[config.mk]
export PLATFORM = sky130hd
export DESIGN_NAME = pe_ctx_seq
export DESIGN_NICKNAME = d
export VERILOG_FILES = /design/src/rtl/pe_pkg.sv /design/src/rtl/pe_ctx_mem.sv /design/src/rtl/pe_ctx_seq.sv
export SDC_FILE = /design/constraint.sdc
export NUM_CORES = 1
export LEC_CHECK = 0
export BUFFER_PORTS_ARGS = -buffer_cell sky130_fd_sc_hd__buf_4
export CAP_MARGIN = 10
export CORE_ASPECT_RATIO = 2
export CORE_UTILIZATION = 50
export DETAILED_ROUTE_END_ITERATION = 10
export PLACE_DENSITY = 0.7
export SYNTH_ARGS = -nofsm -noshare
export SYNTH_HDL_FRONTEND = slang
export SYNTH_SLANG_ARGS = --single-unit
[constraint.sdc]
create_clock -name clk -period 3.79 [get_ports clk]
set_input_delay 0.5685 -clock clk [delete_from_list [all_inputs] [get_ports clk]]
set_output_delay 0.5685 -clock clk [all_outputs]
set_load 0.01 [all_outputs]
[src/rtl/pe_pkg.sv]
// rtl/pe_pkg.sv - shared PE constants, instruction field layout and sequencer state type
package pe_pkg;
  localparam int INST_W    = 35;
  localparam int CTX_DEPTH = 16;

  localparam logic [INST_W-1:0] PE_NOP = '0;

  // Instruction packing, LSB first: reg_file_sel, 4x4 switch, 9x6 switch, fu_opcode
  localparam int REG_SEL_LSB = 0;
  localparam int REG_SEL_W   = 2;
  localparam int SW4X4_LSB   = 2;
  localparam int SW4X4_W     = 4;
  localparam int SW9X6_LSB   = 6;
  localparam int SW9X6_W     = 24;
  localparam int OPCODE_LSB  = 30;
  localparam int OPCODE_W    = 5;

  typedef enum logic {
    IDLE = 1'b0,
    RUN  = 1'b1
  } pe_ctx_state_t;
endpackage

[src/rtl/pe_ctx_mem.sv]
// rtl/pe_ctx_mem.sv - context store: one synchronous write port, one combinational read port, no reset
module pe_ctx_mem
  import pe_pkg::*;
#(
  parameter int DEPTH  = CTX_DEPTH,
  parameter int ADDR_W = $clog2(DEPTH)
) (
  input  logic              clk,
  input  logic              we_i,
  input  logic [ADDR_W-1:0] waddr_i,
  input  logic [INST_W-1:0] wdata_i,
  input  logic [ADDR_W-1:0] raddr_i,
  output logic [INST_W-1:0] rdata_o
);
  logic [INST_W-1:0] mem_q [DEPTH];

  always_ff @(posedge clk) begin
    if (we_i) begin
      mem_q[waddr_i] <= wdata_i;
    end
  end

  assign rdata_o = mem_q[raddr_i];
endmodule

[src/rtl/pe_ctx_seq.sv]
// rtl/pe_ctx_seq.sv - per-PE context sequencer replaying stored instruction words into the PE
// Optional iteration counter enabled by defining PE_CTX_SEQ_ITER_EN.
module pe_ctx_seq
  import pe_pkg::*;
#(
  parameter int DEPTH  = CTX_DEPTH,
  parameter int ADDR_W = $clog2(DEPTH),
  parameter int ITER_W = 16
) (
  input  logic              clk,
  input  logic              rst,
  input  logic              cfg_valid,
  output logic              cfg_ready,
  input  logic [ADDR_W-1:0] cfg_addr,
  input  logic [INST_W-1:0] cfg_data,
  input  logic              start,
  input  logic [ADDR_W:0]   ctx_len,
  input  logic [ITER_W-1:0] iter_cnt,
  input  logic              stall,
  output logic [INST_W-1:0] inst,
  output logic [ADDR_W-1:0] ctx_idx,
  output logic              busy,
  output logic              done
);
  localparam logic [ADDR_W:0]   DEPTH_L  = (ADDR_W+1)'(DEPTH);
  localparam logic [ADDR_W:0]   LEN_ONE  = (ADDR_W+1)'(1);
  localparam logic [ITER_W-1:0] ITER_ONE = ITER_W'(1);

  pe_ctx_state_t     state_q, state_d;
  logic [ADDR_W-1:0] pc_q, pc_d;
  logic [ADDR_W:0]   len_q, len_d;
  logic [ITER_W-1:0] iter_q, iter_d;
  logic [INST_W-1:0] inst_q, inst_d;
  logic [ADDR_W-1:0] idx_q, idx_d;
  logic              done_q, done_d;

  logic [ADDR_W:0]   eff_len;
  logic [ITER_W-1:0] eff_iter;
  logic [INST_W-1:0] rd_data;
  logic              mem_we;

  assign eff_len = (ctx_len > DEPTH_L) ? DEPTH_L : ctx_len;

`ifdef PE_CTX_SEQ_ITER_EN
  assign eff_iter = (iter_cnt == '0) ? ITER_ONE : iter_cnt;
`else
  logic unused_iter_cnt;
  assign unused_iter_cnt = ^iter_cnt;
  assign eff_iter        = ITER_ONE;
`endif

  assign mem_we = cfg_valid && (state_q == IDLE);

  pe_ctx_mem #(
    .DEPTH  (DEPTH),
    .ADDR_W (ADDR_W)
  ) u_mem (
    .clk     (clk),
    .we_i    (mem_we),
    .waddr_i (cfg_addr),
    .wdata_i (cfg_data),
    .raddr_i (pc_q),
    .rdata_o (rd_data)
  );

  // iter_q counts remaining passes; reaching zero in RUN marks the completion cycle.
  always_comb begin
    state_d = state_q;
    pc_d    = pc_q;
    len_d   = len_q;
    iter_d  = iter_q;
    inst_d  = PE_NOP;
    idx_d   = '0;
    done_d  = 1'b0;
    case (state_q)
      IDLE: begin
        if (start && !cfg_valid && (eff_len != '0)) begin
          state_d = RUN;
          pc_d    = '0;
          len_d   = eff_len;
          iter_d  = eff_iter;
        end
      end
      RUN: begin
        if (iter_q == '0) begin
          state_d = IDLE;
          pc_d    = '0;
          done_d  = 1'b1;
        end else if (!stall) begin
          inst_d = rd_data;
          idx_d  = pc_q;
          if ({1'b0, pc_q} == (len_q - LEN_ONE)) begin
            pc_d   = '0;
            iter_d = iter_q - ITER_ONE;
          end else begin
            pc_d = pc_q + ADDR_W'(1);
          end
        end
      end
      default: state_d = IDLE;
    endcase
  end

  always_ff @(posedge clk) begin
    if (rst) begin
      state_q <= IDLE;
      pc_q    <= '0;
      len_q   <= '0;
      iter_q  <= '0;
      inst_q  <= PE_NOP;
      idx_q   <= '0;
      done_q  <= 1'b0;
    end else begin
      state_q <= state_d;
      pc_q    <= pc_d;
      len_q   <= len_d;
      iter_q  <= iter_d;
      inst_q  <= inst_d;
      idx_q   <= idx_d;
      done_q  <= done_d;
    end
  end

  assign inst      = inst_q;
  assign ctx_idx   = idx_q;
  assign done      = done_q;
  assign busy      = (state_q == RUN);
  assign cfg_ready = (state_q == IDLE);
endmodule

==> impl_results.md <==
- Synthesized flop and latch total: 626
- Worst Path Arrival: 2.89 ns
- Fin Setup TNS: 0 ns
- Max Fclk: 380.8 MHz
- Total wire length: 48450 um
- DRT iter0 DRCs: 940
- Die Span Y: 309.6 um
- Unrepaired setup endpoints after global routing: no
- Reg-to-Reg Start: busy$_SDFF_PP0_
- Worst hold path endpoint: len_q[3]$_SDFFE_PP0P_
- Total track usage: 0.2099
- I/O pin total: 107
- LEAKAGE: 8.435 nW
- Via count: 11.05k
- Clock latency on the worst-skew pair: 0.59 ns
- Effective utilization at floorplan: 0.5068
- Synth cell types: 48
- CTS sink count: 626
- CP cell instances: inv_1 -> nand2_1 -> or3b_2 -> nor2_4 -> buf_4
- CP Capture Type: register
- Worst R2R End: u_mem.mem_q[7][1]$_DFFE_PP_
- Status: complete, no violations
- Slew @ Worst Pin: 1.098 ns
- Critical-path top delay cell: or3b_2
- Worst Min Path Start: ctx_len[3]
- Drt first pass iters: 5
- Vias per inst: 5.932
- Main area contributors after synthesis: edfxtp_1 (71%), mux4_2 (17%), dfxtp_1 (5.6%)
- Top_reg_cell synth: edfxtp_1
- Pin count of the biggest net entering global routing: 57
- Routed Antenna Nets: 0
- Share of the synthesized area in the top cell type: 0.7111
- Startpoint types: register
- Core area: 46660 um2
- Vias in the first global route: 11.81k
- Worst Path Max Fanout: 14
- Fin. max-slew vios: 0
- Final hold vios: 0
- Initial antenna violation count: 3
- Pwr dens: 495.9 nW/um2
- Dpl hpwl: 25090 um
- First-pass GRT wire length: 72770 um
- CTS Root Cell: clkbuf_16
- Async SR Flop Fraction: 0
- Top delay family on crit path: simple AND/OR/NAND/NOR gates
- CTS Buffer Depth: 3
- Share of cells above drive strength 1: 0.3236
- Post-layout min period: 2.626 ns
- Row cnt: 112
- Final Instance Area: 26980 um2
- Nets: 1260
- Largest area contributor in the netlist: edfxtp_1
- Slowest stage delay, CP: 0.60 ns
- Area added between synthesis and finish: 14.09%
- Post-CTS sizing: 0
- Syn Nets: 1138
- Postcts setup bufs: 0
- Total chip power: 13.38 mW
- Mean Syn Cell Area: 22.10 um2
- Die width: 155.8 um
- Slew headroom: 0.2625
- Reg2Reg Setup Slack: 1.16 ns
- Die Area: 48220 um2
- Post-DP Area: 25290 um2
- Grt ovf: 0
- TritonCTS clock tree: built
- Max cap viols: 0
- Post-synth EDFFs: 560
- Critical path class: register to register
- Hold crit path type: input port to register
- Buffers & Inverters on Critical Path: 2
- WP data required: 4.06 ns
- TritonCTS buffer count: 50
- WHS: 0.2486 ns
- Setup violators final: 0
- Routed WL per cell: 26.01 um
- Gp weighted congestion: 0.8358
- Post-synth design cell area: 23650 um2
- Worst Hold Path Cells: 3
- Sequential share of the synthesized area: 0.7669
- DRC: 0
- Mapped Cells: 1070
- CTS hold repair buffers: 0
- H-tree depth: 2
- Synthesis Warnings: 0
- VDD IR max: 0.3407 mV
- Fin crit share: 0.6930
- Worst Reg-to-Reg Cells: 5
- Clk pin slew, worst setup/hold paths: 0.07 ns
- Max Clock Skew: 0.01823 ns
- Number of port buffers: 90
-- power by group --
part | total [mW] | internal (mW) | switching (mW)
combinational | 0.410 | 0.156 | 0.254
clock | 5.36 | 2.99 | 2.37
sequential | 7.61 | 7.58 | 0.0235
-- how the worst max path moves through the flow --
stage / start / endpoint / slack (ns) / cells past startpoint
2_1_floorplan: busy$_SDFF_PP0_ / u_mem.mem_q[8][0]$_DFFE_PP_ / 0.04 / 5
3_3_place_gp: busy$_SDFF_PP0_ / u_mem.mem_q[7][9]$_DFFE_PP_ / 1.18 / 5
3_5_place_dp: busy$_SDFF_PP0_ / u_mem.mem_q[7][9]$_DFFE_PP_ / 1.13 / 5
4_1_cts: busy$_SDFF_PP0_ / u_mem.mem_q[7][1]$_DFFE_PP_ / 1.14 / 5
5_1_grt: iter_q[0]$_SDFFE_PP0P_ / iter_q[4]$_SDFFE_PP0P_ / 0.95 / 7
6_report: busy$_SDFF_PP0_ / u_mem.mem_q[7][1]$_DFFE_PP_ / 1.16 / 5
-- synth_stat cells (3+ instances only) --
master,number
dfxtp_1,66
o21ai_0,5
nor3_1,20
nand4_1,9
ha_1,3
edfxtp_1,560
nor4_1,5
nor2b_1,4
nor3b_1,3
clkbuf_1,24
buf_6,9
mux4_2,175
nand2b_1,5
nand2_1,14
buf_2,13
and2_1,35
o211ai_1,3
a32o_1,7
nand4b_1,3
nor2_1,37
a31oi_1,5
nand3_1,10
inv_1,11
or3_1,4
a211oi_1,6
xnor2_1,6
-- logic make-up after synthesis --
logic type	Yosys count	share of synthesized area
flip-flops	626	0.7669
adder cells (fa/ha/maj)	3	0.001587
XOR/XNOR	7	0.002593
AND/OR/NAND/NOR	158	0.03582
multiplexers	176	0.1671
AO/OA/AOI/OAI	41	0.01307
buffers and inverters	59	0.01291
-- layout make-up --
class	count	area, um2
fill	3356	19680
sequential	626	18150
multi-input combinational	385	5340
clock buffer	59	1316
timing repair buffer	118	973.4
tap	627	784.5
clock inverter	34	372.9
inverter	11	41.29
antenna	3	7.507
-- cells in the final DEF (no fill, tap or decap), types with 7 or more instances in the layout --
cell type,synthesis,final
buf_12,0,7
nor2_4,0,12
clkbuf_1,24,7
nand4_1,9,9
nor3_1,20,16
nand2_1,14,14
dfxtp_1,66,63
buf_4,0,111
mux4_2,175,175
clkbuf_16,0,51
clkinv_2,0,14
nor2_1,37,25
edfxtp_1,560,560
and2_1,35,35
a32o_1,7,7
inv_1,11,10
nand3_1,10,10
bufinv_16,0,7
-- per-layer routing --
layer,vias to the layer above,track usage,routed length (um)
met1,5885,0.2561,18450
met2,363,0.3788,26480
met3,81,0.02808,2261
met4,0,0.07729,1259
met5,-,0,0
li1,4722,-,-
-- stage by stage --
| stage | setup WS, ns | cells | utilization |
|---|---|---|---|
| after floorplan | 0.04438 | 1070 | - |
| after global placement | 1.183 | 1767 | 0.5419 |
| after detailed placement | 1.134 | 1767 | 0.5419 |
| after CTS | 1.139 | 1860 | 0.5781 |
| after global routing | 0.9480 | 1863 | 0.5782 |
| final | 1.164 | 1863 | 0.5782 |
-- worst reg2reg max path, stage by stage (launching register included) --
cell and delay (ns):
dfxtp_1 0.38, inv_1 0.26, nand2_1 0.15, or3b_2 0.60, nor2_4 0.54, buf_4 0.39
-- registers in the layout, summed over array words and instances (netlist names) --
signal and cells:
u_mem.mem_q 560, inst 35, iter_q 16, len_q 5, ctx_idx 4, pc_q 4, busy 1, done 1
Note: power is estimated with default switching activity, not from simulation.
